**src/rtl/oam_dma.sv**
```systemverilog
// -----------------------------------------------------------------------------
// oam_dma
// Sprite DMA engine sitting on the CPU bus between the 6502 core and memory.
// A CPU write to DMA_REG_ADDR latches a source page and stalls the core. The
// engine then copies the 256 bytes of CPU page {page,8'h00} into the PPU OAM
// data port, one read cycle followed by one write cycle per byte. Reads are
// kept on even cycles (cycle_odd==0), so the engine inserts one alignment
// cycle when the trigger lands on the wrong parity.
//
// Ports
//   clk        in   1   system clock, all logic on posedge
//   reset      in   1   synchronous, active-high; aborts any transfer
//   cpu_wen    in   1   CPU write strobe
//   cpu_waddr  in   16  CPU write address
//   cpu_wdata  in   8   CPU write data (source page on a trigger write)
//   cpu_halt   out  1   high while a transfer is in progress
//   mem_raddr  out  16  DMA read address toward memory
//   mem_rdata  in   8   memory read data, valid the cycle after mem_raddr
//   dma_wen    out  1   one-cycle write strobe toward the OAM data port
//   dma_waddr  out  16  OAM_DATA_ADDR while dma_wen, otherwise 0
//   dma_wdata  out  8   byte written to OAM while dma_wen, otherwise 0
// -----------------------------------------------------------------------------
module oam_dma #(
  parameter logic [15:0] DMA_REG_ADDR  = 16'h4014,
  parameter logic [15:0] OAM_DATA_ADDR = 16'h2004
) (
  input  logic        clk,
  input  logic        reset,
  input  logic        cpu_wen,
  input  logic [15:0] cpu_waddr,
  input  logic [7:0]  cpu_wdata,
  output logic        cpu_halt,
  output logic [15:0] mem_raddr,
  input  logic [7:0]  mem_rdata,
  output logic        dma_wen,
  output logic [15:0] dma_waddr,
  output logic [7:0]  dma_wdata
);

  typedef enum logic [2:0] {
    S_IDLE  = 3'd0,
    S_HALT  = 3'd1,
    S_ALIGN = 3'd2,
    S_READ  = 3'd3,
    S_WRITE = 3'd4
  } state_t;

  state_t      state_q, state_d;
  logic [7:0]  page_q,  page_d;
  logic [7:0]  idx_q,   idx_d;
  logic        cycle_odd_q;
  logic [15:0] raddr_q, raddr_d;

  logic        trigger;

  assign trigger = cpu_wen && (cpu_waddr == DMA_REG_ADDR);

  // ---------------------------------------------------------------------------
  // State register. cycle_odd free-runs across transfers; only reset clears it.
  // ---------------------------------------------------------------------------
  always_ff @(posedge clk) begin
    if (reset) begin
      state_q     <= S_IDLE;
      page_q      <= 8'h00;
      idx_q       <= 8'h00;
      cycle_odd_q <= 1'b0;
      raddr_q     <= 16'h0000;
    end else begin
      state_q     <= state_d;
      page_q      <= page_d;
      idx_q       <= idx_d;
      cycle_odd_q <= ~cycle_odd_q;
      raddr_q     <= raddr_d;
    end
  end

  // ---------------------------------------------------------------------------
  // Next-state logic. The trigger is only looked at while IDLE is the current
  // state, so a write landing on the final WRITE cycle is dropped, and writes
  // during a transfer never touch page or restart the sequence.
  // ---------------------------------------------------------------------------
  always_comb begin
    state_d = state_q;
    page_d  = page_q;
    idx_d   = idx_q;
    raddr_d = raddr_q;
    case (state_q)
      S_IDLE: begin
        if (trigger) begin
          page_d  = cpu_wdata;
          idx_d   = 8'h00;
          state_d = S_HALT;
        end
      end
      S_HALT: begin
        // HALT with cycle_odd==1 puts READ on an even cycle directly;
        // otherwise one ALIGN cycle restores even-parity reads.
        state_d = cycle_odd_q ? S_READ : S_ALIGN;
      end
      S_ALIGN: begin
        state_d = S_READ;
      end
      S_READ: begin
        raddr_d = {page_q, idx_q};
        state_d = S_WRITE;
      end
      S_WRITE: begin
        // idx wraps at 8 bits, so the source never carries into page+1.
        idx_d   = idx_q + 8'd1;
        state_d = (idx_q == 8'hFF) ? S_IDLE : S_READ;
      end
      default: begin
        state_d = S_IDLE;
      end
    endcase
  end

  // ---------------------------------------------------------------------------
  // Outputs. The read address is presented during READ and held afterwards;
  // memory returns the byte during the following WRITE cycle, where it is
  // forwarded straight to the OAM port.
  // ---------------------------------------------------------------------------
  assign cpu_halt  = (state_q != S_IDLE);
  assign mem_raddr = (state_q == S_READ) ? {page_q, idx_q} : raddr_q;
  assign dma_wen   = (state_q == S_WRITE);
  assign dma_waddr = dma_wen ? OAM_DATA_ADDR : 16'h0000;
  assign dma_wdata = dma_wen ? mem_rdata : 8'h00;

endmodule

```
**config.mk**
```make
export PLATFORM = sky130hd
export DESIGN_NAME = oam_dma
export DESIGN_NICKNAME = d
export VERILOG_FILES = /design/src/rtl/oam_dma.sv
export SDC_FILE = /design/constraint.sdc
export NUM_CORES = 1
export LEC_CHECK = 0
export BUFFER_PORTS_ARGS = -buffer_cell sky130_fd_sc_hd__buf_2
export CAP_MARGIN = 20
export CELL_PAD_IN_SITES_DETAIL_PLACEMENT = 0
export CELL_PAD_IN_SITES_GLOBAL_PLACEMENT = 1
export CORE_ASPECT_RATIO = 1.1
export CORE_UTILIZATION = 38
export CTS_BUF_LIST = sky130_fd_sc_hd__clkbuf_8
export CTS_CLUSTER_SIZE = 24
export DETAILED_ROUTE_END_ITERATION = 7
export PLACE_DENSITY = 0.95
export SLEW_MARGIN = 20
export SYNTH_ARGS = -nofsm -noshare
export SYNTH_HDL_FRONTEND = slang
export SYNTH_SLANG_ARGS = --single-unit
```
**constraint.sdc**
```tcl
create_clock -name clk -period 4.9 [get_ports clk]
set_clock_uncertainty 0.15 [all_clocks]
set_input_delay 0.245 -clock clk [delete_from_list [all_inputs] [get_ports clk]]
set_output_delay 0.245 -clock clk [all_outputs]
set_load 0.01 [all_outputs]
```
==> metrics, run 1 <==
DRT iter0 DRCs 33; status finished, final reports clean; share of cells above drive strength 1 36.7%; crit path cell chain nand3b_1 > mux2_2 > buf_2; Hold-fix buffers, CTS 0; first-pass GRT wire length 5200 µm; Max Clk Rate 424 MHz; Setup Buffers After CTS 0; post-cts resize count 0; die span in y 73.7 µm; worst hold path cell count 3; clk buf depth 2; biggest area consumer among synthesized cells dfxtp_1; min-delay worst type input port to flip-flop; launch instance of the worst register-to-register path state_q[2]; die width 67.2 µm; fin nets 275; largest cells by area after synthesis dfxtp_1 41%, mux2_2 8.9%, buf_4 6.8%; Syn Std Cell Area 0.00177 mm²; PD cells 255 mW/mm²; Post-synth top cells 36 x dfxtp_1, 18 x nand2b_1, 16 x buf_4, 16 x nor2b_1, 14 x mux2_2; Rel. slew slack 43.2%; Hold EP page_q[4]; via count 1357; startpoint of the lowest-slack hold path cpu_wdata[4]; Leak 0.986 nW; setup TNS 0 ns; vias per std cell 4.66; final hold vios 0; Final min period 2.36 ns; post-synthesis sequential area ratio 40.6%; Initial Utilization 40.5%; Tot GR Track Use 14.1%; total grt overflow 0; Seq. cell area 721 µm²; 1st-pass router iterations 4; initial antenna violation count 0; Yosys warning count 0; pre-CTS setup slack 2.45 ns; reg2reg setup slack 2.90 ns; cell with the most instances after synthesis dfxtp_1; CTS buffer count 5; number of port buffers 62; Post-synth EDFFs 0; required time worst endpoint 4.51 ns; R2R cell count 4; CTS tree yes; ratio of final minimum period to clock period 48.1%; fraction of registers with async set/reset 0%; Crit. End Element primary output; post-synth top area share 40.6%; RR Endpoint page_q[7]; Setup CP Type flip-flop to primary output; RSZ-0062 raised after global routing false; WL final 3150 µm; peak supply drop 199 µV; Post-Synthesis Cells 181; Rows 25; average size of a mapped cell 9.80 µm²; drt wl/cell 10.8 µm; Slew @ Worst Pin 0.849 ns; Residual DRC 0; Diodes inserted 0; Critical-path top delay cell nand3b_1; # setup viols final 0; worst path bufs/invs 1; #FFs+latches synth 36; Area Growth Syn to Fin 19.3%; Core Footprint 0.00438 mm²; io pins 77; Placer Congestion 0.727; Sink Count 36; largest net degree at the start of global routing 50; Max-Cap Viols 0; critical path data arrival time 1.96 ns; CP Launch Type flip-flop; Worst Setup Slack, final 2.54 ns; post-DP HPWL 2220 µm; Multi-input gate area 927 µm²; clk root buf clkbuf_8; total power draw 539 µW; clock latency on the worst-skew pair 0.28 ns; die area 0.00495 mm²; top_reg_cell synth dfxtp_1; FILL cells 432; Clock H-tree levels 2; vias in the first global route 1192; Worst-path clk slew 0.06 ns; post-route ant nets 0; Yosys cell types 38; worst-path fanout max 19; max-slew violations 0; CP peak stage delay 0.67 ns; CP top delay family simple AND/OR/NAND/NOR gates
[cells in the final DEF, fill, tap and decap left out, drive strengths merged]
cell type,count
nor2b,16
a41o,1
mux2i,8
buf,63
o21ai,4
o211a,1
nand2,5
conb,14
o32a,1
nand3b,4
and2,8
a21oi,2
nand4,4
or4b,1
inv,3
nor2,2
or3b,1
or3,5
ha,1
dfxtp,36
and3,1
and4,2
nor4,2
mux2,14
nand3,1
xor2,5
nand2b,18
nor3,5
nor4bb,1
clkbuf,5
nand4b,1
o41ai,2
[logic make-up after synthesis]
family | Yosys count | synth area share, %
and+or+nand+nor | 77 | 28.4
xor gates and xnor gates | 5 | 2.47
muxes | 22 | 13.4
adders and majority gates | 1 | 0.705
other | 1 | 0.211
buffers and inverters | 28 | 9.87
DFF | 36 | 40.6
AOI/OAI and AO/OA | 11 | 4.37
[layer usage]
| layer | GRT usage (%) | vias up | share of wire, % |
|---|---|---|---|
| li1 | - | 698 | - |
| met1 | 16.7 | 629 | 44 |
| met2 | 23.0 | 28 | 51 |
| met3 | 5.12 | 2 | 3.8 |
| met4 | 5.67 | 0 | 0.83 |
| met5 | 0 | - | 0 |
[worst register-to-register path: stages, from the launching register on]
cell	delay, ns
dfxtp_1	0.34
or3_4	0.42
nor4_4	0.56
buf_6	0.24
mux2i_1	0.21
[sequential cells by signal, summed over array words and instances (netlist names)]
register	count
idx_q	8
state_q	3
raddr_q	16
page_q	8
cycle_odd_q	1
[power by group]
group	switching, mW	internal (mW)
Clock	0.0900	0.0914
Combinational	0.0273	0.0278
Sequential	0.00541	0.298
[final cells by class]
cell class | count | share of cell area (%)
well taps | 54 | 3.19
repair buffers | 63 | 15.2
multi-input cells | 130 | 43.8
inverters | 3 | 0.532
flip-flops and latches | 36 | 34.0
clock buffers | 5 | 3.25
[worst max path at each step]
stage	startpoint	end	slack [ns]	depth (start not counted)
global placement	cpu_waddr[13]	page_q[5]	2.61	4
finish	state_q[2]	mem_raddr[0]	2.54	3
floorplan	state_q[0]	dma_wdata[0]	3.00	4
global route	state_q[0]	mem_raddr[7]	2.26	3
detailed placement	cpu_waddr[6]	page_q[7]	2.45	5
CTS	state_q[2]	mem_raddr[0]	2.47	3
[through the flow]
step | cells | area (µm²) | hold slack [ns] | utilization [%]
floorplan | 194 | 1820 | 0.244 | -
global placement | 285 | 2040 | 0.254 | 46.5
detailed placement | 285 | 2040 | 0.267 | 46.5
CTS | 290 | 2110 | 0.0635 | 48.1
global route | 291 | 2120 | 0.0580 | 48.3
finish | 291 | 2120 | 0.0709 | 48.3
(Power assumes the default switching activity.)
==> run 2, diff against run 1 <==
--- a/config.mk
+++ b/config.mk
@@ -5,16 +5,17 @@
 export SDC_FILE = /design/constraint.sdc
 export NUM_CORES = 1
 export LEC_CHECK = 0
+export ABC_AREA = 1
 export BUFFER_PORTS_ARGS = -buffer_cell sky130_fd_sc_hd__buf_2
 export CAP_MARGIN = 20
 export CELL_PAD_IN_SITES_DETAIL_PLACEMENT = 0
 export CELL_PAD_IN_SITES_GLOBAL_PLACEMENT = 1
 export CORE_ASPECT_RATIO = 1.1
-export CORE_UTILIZATION = 38
+export CORE_UTILIZATION = 30
 export CTS_BUF_LIST = sky130_fd_sc_hd__clkbuf_8
 export CTS_CLUSTER_SIZE = 24
 export DETAILED_ROUTE_END_ITERATION = 7
-export PLACE_DENSITY = 0.95
+export PLACE_DENSITY = 0.9
 export SLEW_MARGIN = 20
 export SYNTH_ARGS = -nofsm -noshare
 export SYNTH_HDL_FRONTEND = slang
==> constraint.sdc (replaced) <==
create_clock -name clk -period 2.1 [get_ports clk]
set_clock_uncertainty 0.15 [all_clocks]
set_input_delay 0.105 -clock clk [delete_from_list [all_inputs] [get_ports clk]]
set_output_delay 0.105 -clock clk [all_outputs]
set_load 0.01 [all_outputs]
==> run 2 against run 1 <==
Compared with the run above: the flow now finishes with violations (DRC); first-iteration DRC count grew to 3.4 times the previous value; worst setup slack lost 2.4 ns; final area grew 7.0%; die area grew 27%; largest cell class unchanged; register-to-register slack lost 2.5 ns; sequential share of layout area shrank 2.2 points.
==> metrics, run 2 <==
Initial Utilization 31.0% (-9.5 points); via count 1704 (+26%); startpoint of the lowest-slack hold path reset; ratio of final minimum period to clock period 91.4%; Diodes inserted 0 (unchanged); required time worst endpoint 1.85 ns (-2.66 ns); max-slew violations 0 (unchanged); Yosys warning count 0 (unchanged); R2R cell count 5 (+1); RSZ-0062 raised after global routing false; total grt overflow 0 (unchanged); Top Registers raddr_q x16, idx_q x8, page_q x8; # setup viols final 0 (unchanged); peak supply drop 240 µV (+21%); met1 GRT Util 15.3% (-1.4 points); Setup CP Type flip-flop to primary output; Worst Setup Slack, final 0.180 ns (-2.36 ns); total power draw 1.28 mW (+140%); RR Endpoint idx_q[0]; share of cells above drive strength 1 22.8% (-14 points); placed cell areas 0.00211 mm² (+3.4%); Final min period 1.92 ns; post-DP HPWL 2660 µm (+20%); fin nets 370 (+35%); most frequent cells in the layout 62 x buf_2, 55 x nor2_1, 49 x inv_1, 36 x dfxtp_1, 31 x nand2_1; Area Growth Syn to Fin 26.8%; Syn Std Cell Area 0.00179 mm² (+0.71%); CP Launch Type flip-flop; final hold vios 0 (unchanged); #FFs+latches synth 36 (unchanged); post-synthesis sequential area ratio 40.3% (-0.28 points); global route hottest layer met2; Residual DRC 2 (+2); post-route ant nets 0 (unchanged); Core Footprint 0.00577 mm² (+32%); vias in the first global route 1487 (+25%); Post-Synthesis Cells 266 (+47%); Post-synth EDFFs 0 (unchanged); vias per std cell 4.15 (-11%); number of port buffers 62 (unchanged); setup TNS 0 ns (unchanged); Placer Congestion 0.765 (+5.3%); PD cells 566 mW/mm² (+120%); Max-Cap Viols 0 (unchanged); failing checks DRC; drt wl/cell 8.84 µm (-18%); critical path data arrival time 1.67 ns (-0.29 ns); cell with the most instances after synthesis nor2_1; min-delay worst type input port to flip-flop; Leak 1.28 nW (+30%); largest cells by area after synthesis dfxtp_1 40%, nor2_1 12%, inv_1 10%; die span in y 82.9 µm (+13%); die area 0.00627 mm² (+27%); clock latency on the worst-skew pair 0.28 ns (about the same); Sink Count 36 (unchanged); post-synth top area share 40.3% (-0.28 points); Yosys cell types 28 (-26%); Most flops, register raddr_q; reg2reg setup slack 0.40 ns (-2.50 ns); pre-CTS setup slack 0.397 ns (-2.06 ns); grt met2 use 22.1% (-0.92 points); Rows 29 (+16%); most common cell after layout, fill and taps aside buf_2; Crit. End Element primary output; Tot GR Track Use 12.8% (-1.3 points); 1st-pass router iterations 6 (+2); status finished with violations; Max Clk Rate 521 MHz; Setup Buffers After CTS 0 (unchanged); Worst-path clk slew 0.07 ns (about the same); crit path to dma_wen; first-pass GRT wire length 6260 µm (+20%); die width 75.6 µm (+13%); clk buf depth 2 (unchanged); DRT iter0 DRCs 112 (+240%); fraction of registers with async set/reset 0% (unchanged); CTS tree yes; Largest register FFs 16 (unchanged); biggest area consumer among synthesized cells dfxtp_1; largest net degree at the start of global routing 27 (-46%); io pins 77 (unchanged); CTS buffer count 5 (unchanged); grt met3 use 3.28% (-1.8 points); average size of a mapped cell 6.72 µm² (-31%); worst-path fanout max 19 (unchanged); Post-Layout Inst Area 0.00226 mm² (+7.0%); Util after Layout 39.3% (-9.1 points); Hold-fix buffers, CTS 8 (+8); CP Launch Point state_q[1]; Post-synth top cells 55 x nor2_1, 48 x inv_1, 36 x dfxtp_1; Clock H-tree levels 2 (unchanged); launch instance of the worst register-to-register path state_q[1]; WL final 3640 µm (+16%); initial antenna violation count 0 (unchanged); clk root buf clkbuf_8; FILL cells 607 (+41%); top_reg_cell synth dfxtp_1; post-cts resize count 0 (unchanged)
[run 2: cell count changes after synthesis, sizes merged, moves of 11 or more]
cell | before | now
nand3 | 1 | 12
inv | 3 | 49
nor2b | 16 | 0
mux2 | 14 | 0
o21ai | 4 | 32
nor2 | 2 | 57
nand2b | 18 | 0
nand2 | 5 | 33
[run 2: worst min-delay path by stage]
stage,end,slack (ns),cells past startpoint
3_5_place_dp,page_q[6],0.20,3
4_1_cts,idx_q[7],0.13,3
2_1_floorplan,idx_q[1],0.02,1
6_report,idx_q[7],0.11,3
3_3_place_gp,page_q[4],0.19,3
5_1_grt,raddr_q[11],0.14,3
[run 2: stage by stage]
stage	hold slack, ns	std cells
floorplan	0.0241	279
global placement	0.190	396
detailed placement	0.204	396
CTS	0.128	411
global route	0.136	411
finish	0.115	411
[run 2: kinds of logic after synthesis]
kind of cell / count (synthesis) / synth area share [%]
AO/OA/AOI/OAI: 42 / 12.0
adder cells (fa/ha/maj): 1 / 0.700
buffers and inverters: 75 / 19.8
flip-flops: 36 / 40.3
other: 1 / 0.210
AND/OR/NAND/NOR: 111 / 26.9
[run 2: report_power, final]
| part | total [mW] | switching [mW] | internal (mW) | leakage, nW |
|---|---|---|---|---|
| logic | 0.138 | 0.0754 | 0.0626 | 0.949 |
| clock network | 0.445 | 0.225 | 0.220 | 0.0452 |
| registers | 0.698 | 0.00669 | 0.692 | 0.290 |
[run 2: routing by layer]
metal / routed length, µm / vias up
li1: - / 912
met1: 1610 / 740
met2: 1830 / 49
met3: 169 / 3
met4: 20 / 0
met5: 0 / -
[run 2: area by class of cell]
class | count | area, µm² | area share [%]
sequential | 36 | 721 | 31.8
inverter | 51 | 191 | 8.45
clock inverter | 2 | 8.76 | 0.387
timing repair buffer | 72 | 418 | 18.5
clock buffer | 5 | 68.8 | 3.04
multi-input combinational | 168 | 761 | 33.6
tap | 77 | 96.3 | 4.25
[run 2: worst max-delay path, cell delays in order, from the launching register on]
cell and delay [ns]:
dfxtp_1 0.40, nor2_1 0.08, nand2_2 0.28, clkinv_1 0.37, buf_2 0.25
==> run 3, diff against run 2 <==
--- a/config.mk
+++ b/config.mk
@@ -5,17 +5,16 @@
 export SDC_FILE = /design/constraint.sdc
 export NUM_CORES = 1
 export LEC_CHECK = 0
-export ABC_AREA = 1
 export BUFFER_PORTS_ARGS = -buffer_cell sky130_fd_sc_hd__buf_2
 export CAP_MARGIN = 20
 export CELL_PAD_IN_SITES_DETAIL_PLACEMENT = 0
 export CELL_PAD_IN_SITES_GLOBAL_PLACEMENT = 1
 export CORE_ASPECT_RATIO = 1.1
-export CORE_UTILIZATION = 30
+export CORE_UTILIZATION = 32
 export CTS_BUF_LIST = sky130_fd_sc_hd__clkbuf_8
 export CTS_CLUSTER_SIZE = 24
 export DETAILED_ROUTE_END_ITERATION = 7
-export PLACE_DENSITY = 0.9
+export PLACE_DENSITY = 0.89
 export SLEW_MARGIN = 20
 export SYNTH_ARGS = -nofsm -noshare
 export SYNTH_HDL_FRONTEND = slang
==> run 3 against run 2 <==
Compared with the run above: the run now ends clean; final cell count shrank 21%; hold slack gained 0.0055 ns; die area shrank 6.7%; via count shrank 18%; global-route usage shrank 0.37 points; sequential cell count is the same; largest cell class unchanged; critical endpoint is now dma_wdata[2]; final area grew 0.61%; maximum frequency shrank 1.6%; largest power group unchanged; first-iteration DRC count shrank 62%.
==> metrics, run 3 (same netlist as run 1, synthesis figures left out) <==
CTS tree yes; initial antenna violation count 0 (unchanged); Area Growth Syn to Fin 28.4%; Setup CP Type flip-flop to primary output; 1st-pass router iterations 4 (-2); vias in the first global route 1263 (-15%); Slew @ Worst Pin 0.516 ns; Gate power share 11.0% (+0.2 points); Diodes inserted 0 (unchanged); FILL cells 526 (-13%); # setup viols final 0 (unchanged); Sw Ratio 23.5% (-0.47 points); Tot GR Track Use 12.4% (-0.37 points); via count 1404 (-18%); Core Footprint 0.00536 mm² (-7.1%); most common cell after layout, fill and taps aside buf_2; Clock H-tree levels 2 (unchanged); Seq. cell area 721 µm² (unchanged); CTS buffer count 5 (unchanged); switching power 317 µW (+3.3%); io pins 77 (unchanged); CP Launch Type flip-flop; Placer Congestion 0.721 (-5.8%); clk root buf clkbuf_8; Max-Cap Viols 0 (unchanged); drt wl/cell 10.4 µm (+17%); clock latency on the worst-skew pair 0.28 ns (about the same); Final Hold Slack 0.120 ns (+0.00553 ns); post-cts resize count 0 (unchanged); peak supply drop 331 µV (+38%); Crit. End Element primary output; launch instance of the worst register-to-register path state_q[2]; crit path to dma_wdata[2]; Final min period 1.95 ns (+0.0308 ns); die width 73.0 µm (-3.4%); Top Registers raddr_q x16, idx_q x8, page_q x8; Cell Int Power 1.03 mW (+6.0%); max-slew violations 0 (unchanged); worst-path fanout max 20 (+1); PD cells 593 mW/mm² (+4.7%); RR Endpoint idx_q[7]; most frequent cells in the layout 62 x buf_2, 36 x dfxtp_1, 18 x nand2b_1, 16 x nor2b_1; DRT iter0 DRCs 43 (-62%); Leak 1.05 nW (-18%); Multi-input gate area 927 µm² (+22%); Largest register FFs 16 (unchanged); RSZ-0062 raised after global routing false; clock power share 36.7% (+2.0 points); Rel. slew slack 65.6%; Residual DRC 0 (-2); final hold vios 0 (unchanged); share of cells above drive strength 1 37.1% (+14 points); Most flops, register raddr_q; CP Launch Point state_q[2]; number of port buffers 62 (unchanged); required time worst endpoint 1.85 ns (about the same); die area 0.00585 mm² (-6.7%); reg2reg setup slack 0.25 ns (-0.15 ns); first-pass GRT wire length 5690 µm (-9.2%); post-DP HPWL 2390 µm (-10%); Flop pwr share 52.3% (-2.2 points); Post-Layout Inst Area 0.00228 mm² (+0.61%); die span in y 80.1 µm (-3.4%); placed cell areas 0.00211 mm² (about the same); total grt overflow 0 (unchanged); Max Clk Rate 512 MHz (-1.6%); Initial Utilization 33.1% (+2.1 points); min-delay worst type input port to flip-flop; status finished, final reports clean; largest net degree at the start of global routing 36 (+33%); ratio of final minimum period to clock period 92.9% (+1.5 points); WL final 3380 µm (-7.0%); R2R cell count 5 (unchanged); post-route ant nets 0 (unchanged); fin nets 286 (-23%); setup TNS 0 ns (unchanged); Rows 28 (-3.4%); Sink Count 36 (unchanged); critical path data arrival time 1.70 ns (+0.03 ns); vias per std cell 4.31 (+3.9%); clk buf depth 2 (unchanged); Worst-path clk slew 0.07 ns (about the same)
[run 3: changes by cell type in the layout (fill, tap and decap cells not counted), moves of 6 or more]
cell and change:
mux2i_1 +8, nand2_1 -26, nor2_1 -53, nor2b_1 +16
nand2b_1 +18, o21ai_0 -24, inv_1 -47, mux2_2 +14
nand3_1 -11, a21oi_1 -6, and2_1 +7
[run 3: power by group through the flow]
stage	Combinational (mW)	Clock [mW]	Sequential, mW
2_1_floorplan	0.104	0	0.719
3_5_place_dp	0.137	0	0.722
4_1_cts	0.150	0.526	0.706
3_3_place_gp	0.136	0	0.721
6_report	0.148	0.495	0.706
5_1_grt	0.165	0.542	0.708
[run 3: final cells by class]
| type | instances | share of cell area, % |
|---|---|---|
| clock buffers | 6 | 3.62 |
| clock inverters | 2 | 0.439 |
| inverters | 3 | 0.494 |
| multi-input cells | 130 | 40.7 |
| flip-flops and latches | 36 | 31.6 |
| well taps | 75 | 4.12 |
| repair buffers | 74 | 19.0 |
[run 3: per-stage QoR]
stage / total power [mW] / setup WS [ns] / instances / util (%)
detailed placement: 0.859 / 0.278 / 310 / 39.3
finish: 1.35 / 0.149 / 326 / 42.5
global placement: 0.857 / 0.315 / 310 / 39.3
global route: 1.42 / 0.0373 / 326 / 42.5
floorplan: 0.823 / 0.282 / 194 / -
CTS: 1.38 / 0.145 / 326 / 42.5
[run 3: worst min-delay path by stage]
stage                        startpoint           to  slack, ns  depth (start not counted)
after floorplan            cpu_wdata[4]    page_q[4]       0.11                          2
after global placement     cpu_wdata[4]    page_q[4]       0.22                          3
after detailed placement   cpu_wdata[1]    page_q[1]       0.23                          3
final                             reset  cycle_odd_q       0.12                          2
after CTS                         reset  cycle_odd_q       0.12                          2
after global routing      cpu_waddr[15]   state_q[0]       0.17                          4
[run 3: worst max-delay path: stages (launching register included)]
cell and delay, ns:
dfxtp_1 0.37, or3b_2 0.51, inv_2 0.24, and2_1 0.17
buf_2 0.12
[run 3: per-layer routing]
layer  vias up  part of all wire (%)  global-route usage [%]
li1        724                     -                       -
met3         5                   4.1                    3.89
met2        35                    50                    20.0
met4         0                   1.1                    4.71
met5         -                     0                       0
met1       640                    44                    15.3
[run 3: timing repair]
item	CTS	global route
hold endpoints to repair	8	0
hold buffers	8	0
setup buffers	0	0
setup endpoints to repair	0	0
